**src/rtl/pulse_event_accumulator.sv**
```systemverilog
// -----------------------------------------------------------------------------
// pulse_event_accumulator
//
// Purpose:
//   This stage sits in the destination clock domain and is driven by the pulse
//   synchronizer output. It counts one-cycle event pulses and groups them into
//   count reports. A report is launched when the batch reaches THRESH events,
//   or when TIMEOUT cycles have passed since the first pulse of the batch.
//   Pulses that arrive while a report waits for the consumer are still counted
//   in the live accumulator, so backpressure loses no events. An event is lost
//   only when the accumulator is saturated. That case sets the sticky overflow
//   flag.
//
// Ports:
//   clk_b        in   1      destination clock; all logic uses its rising edge
//   n_rst_b      in   1      asynchronous, active-low reset
//   pulse_in     in   1      one-cycle event pulse
//   clear        in   1      synchronous flush of all state, including a pending report
//   count_valid  out  1      report available
//   count_ready  in   1      consumer accepts the report
//   count_data   out  CNT_W  number of events in the report
//   overflow     out  1      sticky; an event was lost to saturation
//   dbg_state_o  out  2      current FSM state (0 IDLE, 1 ACCUM, 2 REPORT)
//   dbg_acc_o    out  CNT_W  live accumulator value
//
// Handshake:
//   count_valid/count_ready use strict valid/ready rules. A report transfers on
//   every rising edge where count_valid and count_ready are both high. While
//   count_valid is high and no transfer has happened, count_valid and
//   count_data hold steady. The one exception is clear, which withdraws the
//   report. count_valid does not depend on count_ready.
// -----------------------------------------------------------------------------
module pulse_event_accumulator #(
    parameter int CNT_W   = 8,
    parameter int THRESH  = 16,
    parameter int TIMEOUT = 64
) (
    input  logic             clk_b,
    input  logic             n_rst_b,
    input  logic             pulse_in,
    input  logic             clear,
    output logic             count_valid,
    input  logic             count_ready,
    output logic [CNT_W-1:0] count_data,
    output logic             overflow,
    output logic [1:0]       dbg_state_o,
    output logic [CNT_W-1:0] dbg_acc_o
);

    localparam int               TW     = $clog2(TIMEOUT + 1);
    localparam logic [CNT_W-1:0] CNT_MAX = '1;
    localparam logic [CNT_W-1:0] THR     = CNT_W'(THRESH);
    localparam logic [TW-1:0]    T_LAST  = TW'(TIMEOUT - 1);

    typedef enum logic [1:0] {
        IDLE   = 2'd0,
        ACCUM  = 2'd1,
        REPORT = 2'd2
    } state_t;

    state_t           state_q;
    logic [CNT_W-1:0] acc_q;
    logic [CNT_W-1:0] snap_q;
    logic [TW-1:0]    timer_q;
    logic             valid_q;
    logic             overflow_q;

    logic [CNT_W-1:0] nacc_d;
    logic             sat_d;
    logic             launch_d;
    logic             xfer_d;

    // Next accumulator value, including this cycle's pulse. At full scale the
    // value saturates and the pulse is recorded as lost.
    always_comb begin
        sat_d    = pulse_in && (acc_q == CNT_MAX);
        nacc_d   = (pulse_in && !sat_d) ? acc_q + 1'b1 : acc_q;
        // A report can launch only from IDLE or ACCUM. The timeout applies only
        // once a batch has started, which is the ACCUM state.
        launch_d = (state_q != REPORT) &&
                   ((nacc_d >= THR) || ((state_q == ACCUM) && (timer_q == T_LAST)));
        xfer_d   = valid_q && count_ready;
    end

    always_ff @(posedge clk_b or negedge n_rst_b) begin
        if (!n_rst_b) begin
            state_q    <= IDLE;
            acc_q      <= '0;
            snap_q     <= '0;
            timer_q    <= '0;
            valid_q    <= 1'b0;
            overflow_q <= 1'b0;
        end else if (clear) begin
            // Flush everything. A pulse arriving in the same cycle is discarded.
            state_q    <= IDLE;
            acc_q      <= '0;
            snap_q     <= '0;
            timer_q    <= '0;
            valid_q    <= 1'b0;
            overflow_q <= 1'b0;
        end else begin
            if (sat_d) begin
                overflow_q <= 1'b1;
            end
            case (state_q)
                IDLE, ACCUM: begin
                    if (launch_d) begin
                        // The snapshot includes this cycle's pulse. The live
                        // count restarts from zero.
                        snap_q  <= nacc_d;
                        acc_q   <= '0;
                        timer_q <= '0;
                        valid_q <= 1'b1;
                        state_q <= REPORT;
                    end else if (state_q == IDLE) begin
                        if (pulse_in) begin
                            acc_q   <= nacc_d;
                            timer_q <= '0;
                            state_q <= ACCUM;
                        end
                    end else begin
                        acc_q   <= nacc_d;
                        timer_q <= timer_q + 1'b1;
                    end
                end
                REPORT: begin
                    if (xfer_d) begin
                        valid_q <= 1'b0;
                        // Events gathered during the wait start a new batch.
                        // If that batch is already at threshold, it relaunches
                        // from ACCUM on the next cycle.
                        if (nacc_d != '0) begin
                            acc_q   <= nacc_d;
                            timer_q <= '0;
                            state_q <= ACCUM;
                        end else begin
                            acc_q   <= '0;
                            state_q <= IDLE;
                        end
                    end else begin
                        acc_q <= nacc_d;
                    end
                end
                default: begin
                    state_q <= IDLE;
                    acc_q   <= '0;
                    timer_q <= '0;
                    valid_q <= 1'b0;
                end
            endcase
        end
    end

    assign count_valid = valid_q;
    assign count_data  = snap_q;
    assign overflow    = overflow_q;
    assign dbg_state_o = state_q;
    assign dbg_acc_o   = acc_q;

endmodule

```
**config.mk**
```make
export PLATFORM = sky130hd
export DESIGN_NAME = pulse_event_accumulator
export DESIGN_NICKNAME = d
export VERILOG_FILES = /design/src/rtl/pulse_event_accumulator.sv
export SDC_FILE = /design/constraint.sdc
export NUM_CORES = 1
export LEC_CHECK = 0
export CAP_MARGIN = 40
export CELL_PAD_IN_SITES_DETAIL_PLACEMENT = 0
export CELL_PAD_IN_SITES_GLOBAL_PLACEMENT = 2
export CORE_MARGIN = 3
export CORE_UTILIZATION = 33
export DETAILED_ROUTE_END_ITERATION = 10
export PLACE_DENSITY = 0.82
export SYNTH_ARGS = -nofsm -noshare
export SYNTH_HDL_FRONTEND = slang
export SYNTH_SLANG_ARGS = --single-unit
```
**constraint.sdc**
```tcl
create_clock -name clk_b -period 2.8 [get_ports clk_b]
set_clock_uncertainty 0.2 [all_clocks]
set_input_delay 0.28 -clock clk_b [delete_from_list [all_inputs] [get_ports clk_b]]
set_output_delay 0.28 -clock clk_b [all_outputs]
set_load 0.05 [all_outputs]
```
==> results of run 1 <==
[state kept, by name, summed over array words and instances, names as in the netlist]
register	cells
dbg_acc_o	8
count_data	8
count_valid	1
overflow	1
dbg_state_o	2
timer_q	7
[layout make-up]
class / count / area, sq um / share of cell area (%)
inverters: 4 / 15.01 / 0.7398
well taps: 65 / 81.33 / 4.007
flip-flops and latches: 27 / 678.2 / 33.42
clock buffers: 4 / 45.04 / 2.219
repair buffers: 35 / 322.8 / 15.91
multi-input cells: 126 / 887.1 / 43.71
[logic make-up (layout without fill, tap and decap cells)]
family,count (synthesis),count (layout)
and+or+nand+nor,77,77
AOI/OAI and AO/OA,39,39
DFF,27,27
buffers and inverters,10,43
muxes,6,6
adders and majority gates,2,2
xor gates and xnor gates,2,2
[placed cells by master, fill, tap and decap left out, types with 4 or more instances in the layout]
| cell | n |
|---|---|
| and3_1 | 5 |
| mux2i_1 | 5 |
| nand2_1 | 15 |
| buf_4 | 11 |
| nor3_1 | 4 |
| clkdlybuf4s50_1 | 24 |
| nand3_1 | 7 |
| o21ai_0 | 6 |
| nor2_1 | 20 |
| a21oi_1 | 6 |
| a221o_1 | 4 |
| or2_2 | 4 |
| inv_1 | 4 |
| dfrtp_1 | 25 |
[final timing paths]
kind,start,endpoint,slack [ns]
max,dbg_acc_o[0]$_DFFE_PN0P_,timer_q[4]$_DFFE_PN0P_,0.23
min,n_rst_b,overflow$_DFFE_PN0P_,0.19
max reg2reg,dbg_acc_o[0]$_DFFE_PN0P_,timer_q[4]$_DFFE_PN0P_,0.23
min reg2reg,timer_q[6]$_DFFE_PN0P_,timer_q[6]$_DFFE_PN0P_,0.31
max in group asynchronous,n_rst_b,dbg_acc_o[0]$_DFFE_PN0P_,1.93
min in group clk_b,timer_q[6]$_DFFE_PN0P_,timer_q[6]$_DFFE_PN0P_,0.31
[per-layer routing]
metal  vias up  share of wire [%]  track usage [%]
li1        668                  -                -
met2        39                 44            19.01
met3         3                5.8            2.902
met4         0               0.68            4.466
met5         -                  0                0
met1       691                 50            22.97
[critical path: stages (launching register included)]
cell and delay, ns:
dfrtp_2 0.41, ha_1 0.23, buf_4 0.15, and4_4 0.22
xnor2_4 0.15, o211ai_4 0.13, or4b_4 0.58, o21ai_4 0.23
a221o_1 0.20
[metrics by stage]
step	total power, W	hold slack, ns	setup WS [ns]	instance area (sq um)
3_3_place_gp	0.0005044	0.2798	0.09958	1958
2_1_floorplan	0.0004639	-0.2156	0.07324	1608
5_1_grt	0.0007535	0.2169	0.09301	2029
4_1_cts	0.0007283	0.2002	0.08660	2003
6_report	0.0007228	0.1865	0.2325	2029
3_5_place_dp	0.0005063	0.2839	0.04294	1958
[report_power, final]
group,internal [W],leakage (nW),switching (W)
combinational,0.0000404,0.422,0.0000589
clock,0.000102,0.0228,0.000120
sequential,0.000396,0.370,0.00000590
total,0.000538,0.814,0.000184
[timing repair]
action                                  4_1_cts  5_1_grt
buffers inserted                              0        1
gates resized for setup                       0        3
endpoints found under the setup margin        0       12
==> flow_summary_export.csv, run 1 <==
group,metric,value,unit
clock_network,clockRootBuffer,"clkbuf_8",
synth,ys_async_sr_fraction,100.0,%
setup_path,arrival,2.58,ns
synth,yosysMostFrequentCell,"dfrtp_1",
clock_network,tritoncts,"built",
synth,ys_top_cells_by_count,"dfrtp_1, nor2_1, nand2_1, nand3_1",
final_layout,antenna_cells,0,
synth,synth_edf_count,0,
synth,synthSimpleGateAreaFrac,26.19,%
final_layout,areaGrowthSynthToFinish,26.42,%
clock_network,hold_buffers,0,
synth,synth_top_cell_by_area,"dfrtp_1",
placement,dp.cells,256,
global_routing,gr-total-overflow,0,
clock_network,cts_buffers,3,
flow_run,cap_violations,0,
synth,synth_compound_area_share,20.27,%
setup_path,cp.required,2.81,ns
setup_path,crit_fanout,7,
global_routing,track_usage,14.38,%
final_layout,fin_cells,261,
final_layout,fillers,431,
clock_network,clock_sinks,27,
final_layout,drive_above_1_share,16.84,%
synth,netlist_area,0.001605,sq mm
synth,synth-xor-area-share,2.260,%
sta,setup_viol_count_final,0,
power,powerDensity,356.2,mW/mm^2
placement,hpwlAfterDp,3.003,mm
drt,dr.pass1.iters,4,
sta,slew_viol_final,0,
drt,drt-initial-drc-count,94,
clock_network,cts-htree-levels,1,
final_layout,nNetsFinal,204,
clock_network,cts.path.max_buffers,2,
clock_network,clk_pin_slew,0.09,ns
synth,synth_top_family_by_area,"simple AND/OR/NAND/NOR gates",
synth,synth_fa_ha_area_share,1.559,%
floorplan,ioPinCount,25,
floorplan,start_util,35.40,%
global_routing,grt_pass1_vias,1255,
setup_path,rr_worst_depth,8,
synth,ys_ff_latch,27,
drt,drt-total-wl,3.999,mm
setup_path,worstSetupPathType,"register to register",
drt,drc,0,
synth,ys_types,50,
setup_path,critPathLaunchType,"register",
global_routing,grt_max_degree,28,
sta,hold_viol,0,
sta,fin_setup_tns,0,ns
sta,slew_headroom,65.84,%
floorplan,dieArea,0.005737,sq mm
global_routing,grt_pass1_wl,6.272,mm
synth,yosys-top-cells-area,"dfrtp_1, nor2_1, nand2_1, mux2i_1, a221o_1",
floorplan,die_x,75.75,microns
synth,synth_area_per_cell,9.848,sq um
sta,fin_crit_sh,91.70,%
synth,synth_warnings,0,
setup_path,setup.worst_path.end_class,"register",
sta,grt_setup_unrepaired,"false",
power,ir_worst_vdd,0.2285,mV
final_layout,final_core_util,44.76,%
synth,syn-num-nets,170,
drt,avgRoutedWirePerCell,15.32,microns
synth,synth_top_area_share,42.09,%
drt,routed_via_density,5.368,
synth,synth_seq_area_share,42.09,%
placement,gp_congestion,0.7852,
hold_path,hp-class,"input pin to asynchronous set/reset pin",
sta,final.min_clock_period,2.568,ns
sta,fmax,389.5,MHz
synth,postSynthCellCount,163,
floorplan,die_h,75.75,microns
outcome,status,"completed",
synth,muxShareOfSynthArea,3.819,%
placement,port_buffers,24,
floorplan,core_area,0.004534,sq mm
drt,vias,1401,
power,leakage,0.8142,nW
floorplan,rows,24,
synth,synthFlopType,"dfrtp_1",
sta,tightest_slew,0.5108,ns
global_routing,antenna_found_initial,0,
drt,ant_nets,0,
clock_network,insertion_delay,0.27,ns
Power figures use the tool's default switching activity.
==> run 2, diff against run 1 <==
Settings changed: MAX_ROUTING_LAYER set to met4.
==> run 2 against run 1 <==
Largest power group unchanged. Clock-buffer cell count unchanged. Largest cell class unchanged. Worst hold slack is essentially flat. Combinational power about the same. Global-route usage grew 0.47 points. Final cell count unchanged. Critical path type unchanged.
==> flow_summary_export.csv, run 2 (synthesized netlist as in run 1, its figures left out) <==
group,metric,value,unit
setup_path,cp.buffers_inverters,1,
power,power,0.0007230,W
clock_network,cts_buffers,3,
floorplan,die_h,75.75,microns
final_layout,final_common_cell,"dfrtp_1",
sta,tightest_slew,0.5291,ns
setup_path,crit_chain,"ha_1, buf_4, and4_4, xnor2_4, o211ai_4, or4b_4, o21ai_4, a221o_1",
clock_network,tritoncts,"built",
clock_network,clockRootBuffer,"clkbuf_8",
final_layout,areaGrowthSynthToFinish,26.42,%
power,powerDensity,356.3,mW/mm^2
setup_path,arrival,2.58,ns
drt,ant_nets,0,
hold_path,hp-class,"input pin to asynchronous set/reset pin",
power,ir_worst_vdd,0.2283,mV
floorplan,rows,24,
setup_path,slowest_stage,"or4b_4",
setup_path,crit_family,"simple AND/OR/NAND/NOR gates",
global_routing,grt_pass1_wl,6.272,mm
setup_path,crit_fanout,7,
placement,post-place-ws,0.04294,ns
global_routing,grt_max_degree,28,
clock_network,cts.path.max_buffers,2,
clock_network,clock_sinks,27,
placement,port_buffers,24,
sta,setup_ws,0.2324,ns
sta,fin_setup_tns,0,ns
drt,vias,1395,
placement,gp_congestion,0.7961,
placement,dp.cells,256,
final_layout,final_core_util,44.76,%
global_routing,gr-total-overflow,0,
drt,drt-total-wl,4.019,mm
final_layout,drive_above_1_share,16.84,%
global_routing,grt_pass1_vias,1253,
floorplan,dieArea,0.005737,sq mm
sta,fin_crit_sh,91.70,%
drt,routed_via_density,5.345,
sta,setup_viol_count_final,0,
floorplan,core_area,0.004534,sq mm
setup_path,setup.worst_path.end_class,"register",
sta,slew_headroom,64.41,%
floorplan,die_x,75.75,microns
outcome,status,"completed",
sta,grt_setup_unrepaired,"false",
setup_path,worstSetupPathType,"register to register",
power,leakage,0.8142,nW
placement,hpwlAfterDp,3.003,mm
sta,hold_viol,0,
clock_network,hold_buffers,0,
drt,dr.pass1.iters,4,
clock_network,clk_pin_slew,0.09,ns
sta,slew_viol_final,0,
global_routing,antenna_found_initial,0,
final_layout,fin_cells,261,
drt,drt-initial-drc-count,99,
setup_path,critPathLaunchType,"register",
setup_path,slowest_delay,0.58,ns
final_layout,final_cell_mix,"dfrtp_1, clkdlybuf4s50_1, nor2_1",
setup_path,cp.required,2.81,ns
global_routing,track_usage,14.84,%
sta,final.min_clock_period,2.568,ns
floorplan,ioPinCount,25,
sta,fmax,389.5,MHz
clock_network,insertion_delay,0.27,ns
clock_network,cts-htree-levels,1,
floorplan,start_util,35.40,%
drt,drc,0,
final_layout,fillers,431,
final_layout,antenna_cells,0,
final_layout,nNetsFinal,204,
drt,avgRoutedWirePerCell,15.40,microns
flow_run,cap_violations,0,
## run 2: cell counts in the layout (fill, tap and decap cells not counted)
Identical to the previous run, type by type.
## run 2: final cells by class
cell class	instances	area [sq um]	share of cell area, %
Multi-Input combinational cell	126	887.1	43.71
Timing Repair Buffer	35	322.8	15.91
Inverter	4	15.01	0.7398
Clock buffer	4	45.04	2.219
Sequential cell	27	678.2	33.42
Tap cell	65	81.33	4.007
## run 2: power by group
group	internal, W	total, W	switching [W]
clock network	0.000102	0.000222	0.000120
registers	0.000396	0.000402	0.00000589
logic	0.0000404	0.0000995	0.0000590
total	0.000538	0.000723	0.000185
## run 2: per-layer routing
metal | routed length, microns | GRT usage, % | vias up | share of wire [%]
li1 | - | - | 670 | -
met1 | 2018 | 23.30 | 685 | 50
met2 | 1745 | 18.92 | 37 | 43
met3 | 227 | 2.639 | 3 | 5.6
met4 | 27 | 4.466 | 0 | 0.67
met5 | 0 | - | - | 0
## run 2: what timing repair did
item | 4_1_cts | 5_1_grt
endpoints found under the setup margin | 0 | 12
setup buffers | 0 | 1
resized for setup | 0 | 3
endpoints found under the hold margin | 0 | 0
## run 2: path summary, 6_finish.rpt
kind | start | endpoint | slack [ns] | depth (start not counted)
max in group asynchronous | n_rst_b | dbg_acc_o[0]$_DFFE_PN0P_ | 1.93 | 2
max reg2reg | dbg_acc_o[0]$_DFFE_PN0P_ | timer_q[4]$_DFFE_PN0P_ | 0.23 | 8
min reg2reg | timer_q[6]$_DFFE_PN0P_ | timer_q[6]$_DFFE_PN0P_ | 0.31 | 1
min | n_rst_b | overflow$_DFFE_PN0P_ | 0.19 | 2
min in group clk_b | timer_q[6]$_DFFE_PN0P_ | timer_q[6]$_DFFE_PN0P_ | 0.31 | 1
max | dbg_acc_o[0]$_DFFE_PN0P_ | timer_q[4]$_DFFE_PN0P_ | 0.23 | 8
## run 2: stage by stage
step	hold slack [ns]	instance area [sq um]
2_1_floorplan	-0.2156	1608
3_3_place_gp	0.2798	1958
3_5_place_dp	0.2839	1958
4_1_cts	0.2002	2003
5_1_grt	0.2145	2029
6_report	0.1862	2029
==> run 3, diff against run 2 <==
Settings changed: ABC_CLOCK_PERIOD_IN_PS set to 2800.
==> results of run 3 <==
Same layout as run 2: the final DEF is identical, and so are final timing and power.
